$ cat src/rtl/final_schematic_pkg.sv
// final_schematic_pkg
//   Shared definitions for the ticket/bar-code generator core.
//   - client_e : 2-bit client selection code
//   - dur_e    : 2-bit duration code (longest selected button wins)
//   - code_t   : packed layout of the 6-bit code {client, dur, chk}
//   - calc_chk : check field, (client + dur) mod 4
package final_schematic_pkg;

    localparam int FIELD_W = 2;
    localparam int CODE_W  = 3 * FIELD_W;

    typedef enum logic [FIELD_W-1:0] {
        CLI_NONE     = 2'b00,
        CLI_A        = 2'b01,
        CLI_B        = 2'b10,
        CLI_CONFLICT = 2'b11
    } client_e;

    typedef enum logic [FIELD_W-1:0] {
        DUR_NONE = 2'b00,
        DUR_30M  = 2'b01,
        DUR_1H   = 2'b10,
        DUR_2H   = 2'b11
    } dur_e;

    // Field order matches the printed code, MSB first.
    typedef struct packed {
        client_e             client;
        dur_e                dur;
        logic [FIELD_W-1:0]  chk;
    } code_t;

    // Two-bit add; the carry out is intentionally dropped.
    function automatic logic [FIELD_W-1:0] calc_chk(
        input logic [FIELD_W-1:0] client,
        input logic [FIELD_W-1:0] dur
    );
        logic [FIELD_W-1:0] sum;
        sum = client + dur;
        return sum;
    endfunction

endpackage

$ cat src/rtl/final_schematic_code_encoder.sv
// code_encoder
//   Purely combinational mapping from the five front-panel levels to the
//   6-bit ticket code. Every input combination yields a defined code;
//   "none" and "conflict" are encoded rather than suppressed.
// Ports:
//   client_a, client_b       : client selection levels
//   btn_30m, btn_1h, btn_2h  : duration button levels
//   code                     : {client, dur, chk}
module code_encoder
    import final_schematic_pkg::*;
(
    input  logic              client_a,
    input  logic              client_b,
    input  logic              btn_30m,
    input  logic              btn_1h,
    input  logic              btn_2h,
    output logic [CODE_W-1:0] code
);

    client_e client;
    dur_e    dur;
    code_t   code_s;

    always_comb begin
        client = CLI_NONE;
        case ({client_b, client_a})
            2'b01:   client = CLI_A;
            2'b10:   client = CLI_B;
            2'b11:   client = CLI_CONFLICT;
            default: client = CLI_NONE;
        endcase
    end

    // Longest duration wins when several buttons are held.
    always_comb begin
        dur = DUR_NONE;
        if (btn_2h)
            dur = DUR_2H;
        else if (btn_1h)
            dur = DUR_1H;
        else if (btn_30m)
            dur = DUR_30M;
    end

    always_comb begin
        code_s.client = client;
        code_s.dur    = dur;
        code_s.chk    = calc_chk(client, dur);
    end

    assign code = code_s;

endmodule

$ cat src/rtl/final_schematic.sv
// final_schematic
//   Ticket/bar-code generator core. Encodes the current button levels and
//   registers the result, so XLXN_25 follows the inputs with exactly one
//   cycle of latency. Port names are kept from the original schematic.
// Ports:
//   clk          : system clock, rising edge
//   rst          : synchronous active-high reset, clears the code
//   ClientA/B    : client selection levels
//   Button30Min, Button1Hour, Button2Hours : duration levels
//   XLXN_25      : registered 6-bit code {client, dur, chk}
module final_schematic
    import final_schematic_pkg::*;
(
    input  logic              clk,
    input  logic              rst,
    input  logic              ClientA,
    input  logic              ClientB,
    input  logic              Button30Min,
    input  logic              Button1Hour,
    input  logic              Button2Hours,
    output logic [CODE_W-1:0] XLXN_25
);

    logic [CODE_W-1:0] enc_code;
    logic [CODE_W-1:0] code_q;

    code_encoder u_enc (
        .client_a (ClientA),
        .client_b (ClientB),
        .btn_30m  (Button30Min),
        .btn_1h   (Button1Hour),
        .btn_2h   (Button2Hours),
        .code     (enc_code)
    );

    // Reset wins over sampling; no enable, the register reloads every edge.
    always_ff @(posedge clk) begin
        if (rst)
            code_q <= '0;
        else
            code_q <= enc_code;
    end

    assign XLXN_25 = code_q;

endmodule

$ cat config.mk
export PLATFORM = sky130hd
export DESIGN_NAME = final_schematic
export DESIGN_NICKNAME = d
export VERILOG_FILES = /design/src/rtl/final_schematic_pkg.sv /design/src/rtl/final_schematic_code_encoder.sv /design/src/rtl/final_schematic.sv
export SDC_FILE = /design/constraint.sdc
export NUM_CORES = 1
export LEC_CHECK = 0
export ABC_AREA = 0
export CAP_MARGIN = 5
export CORE_AREA = 2 2 39 41
export DETAILED_ROUTE_END_ITERATION = 8
export DIE_AREA = 0 0 41 43
export PLACE_DENSITY_LB_ADDON = 0.2
export SLEW_MARGIN = 40
export SYNTH_ARGS = -nofsm -noshare
export SYNTH_HDL_FRONTEND = slang
export SYNTH_SLANG_ARGS = --single-unit
$ cat constraint.sdc
create_clock -name clk -period 1.5 [get_ports clk]
set_clock_uncertainty 0.15 [all_clocks]
set_input_delay 0.3 -clock clk [delete_from_list [all_inputs] [get_ports clk]]
set_output_delay 0.3 -clock clk [all_outputs]
set_load 0.1 [all_outputs]
==> results_dict.tcl, run 1 <==
set metrics [dict create \
    maxSlewViolCount 0 \
    post_synthesis_instance_area_sq_um 210 \
    route.antenna.remaining_nets 0 \
    synth_fa_ha_area_share_pct 5.95 \
    post_drt_wl_per_cell_microns 9.13 \
    status "finished, final reports clean" \
    final.hold.worst_slack_ns 0.243 \
    drive_above_1_share_pct 40.5 \
    chipWidth_microns 41 \
    final.setup.worst_slack_ns 0.0969 \
    drv_cap 0 \
    area_delta_synth_final_pct 124 \
    floorplan.die.height_microns 43 \
    netlist_instances 20 \
    timing.hold.worst.class "input port to register" \
    synth_compound_area_share_pct 5.95 \
    clk_transition_reported_paths_ns 0.04 \
    relSlewSlack_pct 89.1 \
    power.density_nw_per_um2 1080 \
    crit_path_start_kind "input port" \
    place.detailed.hpwl_microns 420 \
    n_antenna_cell 0 \
    grt_pass1_vias 218 \
    worstSetupPathType "input port to register" \
    grtUsageTotal_pct 8.44 \
    remaining_drc_errors 0 \
    placementRows 14 \
    post_synth_mux_area_share_pct 4.76 \
    finalNonFillerCells 53 \
    ctsHtreeMaxLevel 1 \
    port_buffers 12 \
    crit_arrival_ns 1.43 \
    p_sw_w 0.000174 \
    endpoint_kind "register" \
    rsz0062_at_grt "false" \
    firstDrtPassIters 1 \
    cts_sinks 6 \
    grt_antenna_before_repair 0 \
    tightest_slew_ns 0.163 \
    floorplan.initialDensity_pct 15.2 \
    sequential_cell_fraction_of_total_power_pct 35.4 \
    fp.coreArea_sq_um 1380 \
    critical_path.max_fanout 2 \
    synth.avg_cell_area_sq_um 10.5 \
    drtIter0Drc 0 \
    num_vias 201 \
    fmax_mhz 713 \
    required_ns 1.53 \
    finalNetCount 47 \
    ctsLongestPathBuffers 2 \
    yosys_warnings 0 \
    ir_worst_vdd_mv 0.231 \
    power_frac_clock_pct 29.4 \
    p_int_w 0.000338 \
    switching_share_pct 33.9 \
    dominant_combinational_cell_family_by_area_after_synthesis "simple AND/OR/NAND/NOR gates" \
    layout_min_cycle_time_ns 1.40 \
    grt_first_pass_wirelength_microns 862 \
    timing.final.hold_violations 0 \
    grt_start_max_net_pins 5 \
    cts_tree "built" \
    route.detailed.vias_per_inst 3.79 \
    dieArea_sq_um 1760 \
    syn_nets 28 \
    postRouteWirelength_microns 484 \
    min_period_over_period_pct 93.5 \
    synth_xor_area_share_pct 4.17 \
    synth_simple_gate_area_share_pct 16.7 \
    gpl.final_weighted_congestion 0.575 \
    ioPinCount 13 \
    placement.setup.worst_slack_ns -0.294 \
    power.share.combinational_pct 35.2 \
    ys_seq_area_share_pct 57.1 \
    tritoncts.num_buffers 3 \
    largest_register_ff_count 6 \
    static-leakage-power_nw 0.219 \
    cts.root.buffer_cell "clkbuf_4" \
    ys_types 12 \
    overflow 0 \
    final-setup-viol-count 0 \
    number_of_flip_flops_and_latches_in_the_synthesized_netlist 6 \
    place.detailed.instances 50 \
]
-- cell families (layout without fill, tap and decap cells) --
family                     after synthesis  count (layout)
adders and majority gates                1               1
muxes                                    1               1
and+or+nand+nor                          6               6
DFF                                      6               6
buffers and inverters                    3              20
AOI/OAI and AO/OA                        2               2
xor gates and xnor gates                 1               1
-- stage by stage --
stage,utilization (%),instance area (sq um),power (W),TNS [ns]
finish,34.1,472,0.000512,0
global route,34.1,472,0.000541,0
CTS,33.4,462,0.000514,0
detailed placement,31.0,429,0.000360,-0.431
global placement,31.0,429,0.000357,-0.367
floorplan,-,210,0.000279,0
-- worst paths after layout --
kind,startpoint,to,depth (start not counted)
setup / recovery,Button30Min,XLXN_25[1]$_SDFF_PP0_,6
hold / removal,Button1Hour,XLXN_25[2]$_SDFF_PP0_,3
-- power groups by stage --
stage | sequential, W | combinational, W | clock (W)
after floorplan | 0.000261 | 0.0000179 | 0
after global placement | 0.000183 | 0.000174 | 0
after detailed placement | 0.000184 | 0.000176 | 0
after CTS | 0.000181 | 0.000180 | 0.000153
after global routing | 0.000182 | 0.000187 | 0.000172
final | 0.000181 | 0.000180 | 0.000151
-- placed cells by master, fill, tap and decap left out --
cell	count
buf_4	3
buf_12	6
mux2i_1	1
or3_1	1
nor2b_1	3
ha_2	1
dfxtp_1	6
o21bai_1	1
nand2b_4	1
clkbuf_4	3
inv_1	2
nand2_1	1
a21oi_1	1
clkdlybuf4s50_1	5
xnor2_2	1
dlymetal6s2s_1	1
-- layer usage --
metal	global-route usage, %	vias to the layer above	wire [microns]
li1	-	96	-
met1	5.81	91	119
met2	13.1	9	292
met3	1.57	5	24
met4	14.0	0	47
met5	0	-	0
-- critical path: stages --
cell,delay (ns)
clkdlybuf4s50_1,0.51
nand2b_4,0.06
nand2_1,0.08
ha_2,0.19
xnor2_2,0.11
mux2i_1,0.18
-- synthesized netlist by cell type --
master	n	area [sq um]
nor2b_1	3	18.8
dfxtp_1	6	120
or3_1	1	6.26
clkbuf_1	1	3.75
mux2i_1	1	10.0
o21bai_1	1	7.51
ha_1	1	12.5
nand2b_1	1	6.26
xnor2_1	1	8.76
inv_1	2	7.51
a21oi_1	1	5.00
nand2_1	1	3.75
-- cell type report --
| cell class | instances | area (sq um) |
|---|---|---|
| well taps | 16 | 20.0 |
| flip-flops and latches | 6 | 120 |
| repair buffers | 15 | 205 |
| fillers | 139 | 912 |
| multi-input cells | 11 | 96.3 |
| clock buffers | 3 | 22.5 |
| inverters | 2 | 7.51 |
-- what timing repair did --
| action | 4_1_cts | 5_1_grt |
|---|---|---|
| pin swaps | 1 | 1 |
| setup endpoints to repair | 1 | 1 |
| resized for setup | 2 | 2 |
| setup buffers | 0 | 0 |
| hold buffers | 0 | 0 |
Power figures use the tool's default switching activity.
==> run 2, diff against run 1 <==
Settings changed: SLEW_MARGIN 40 to 20.
==> results of run 2 <==
The final DEF is identical to that of run 1; final timing and power are the same.
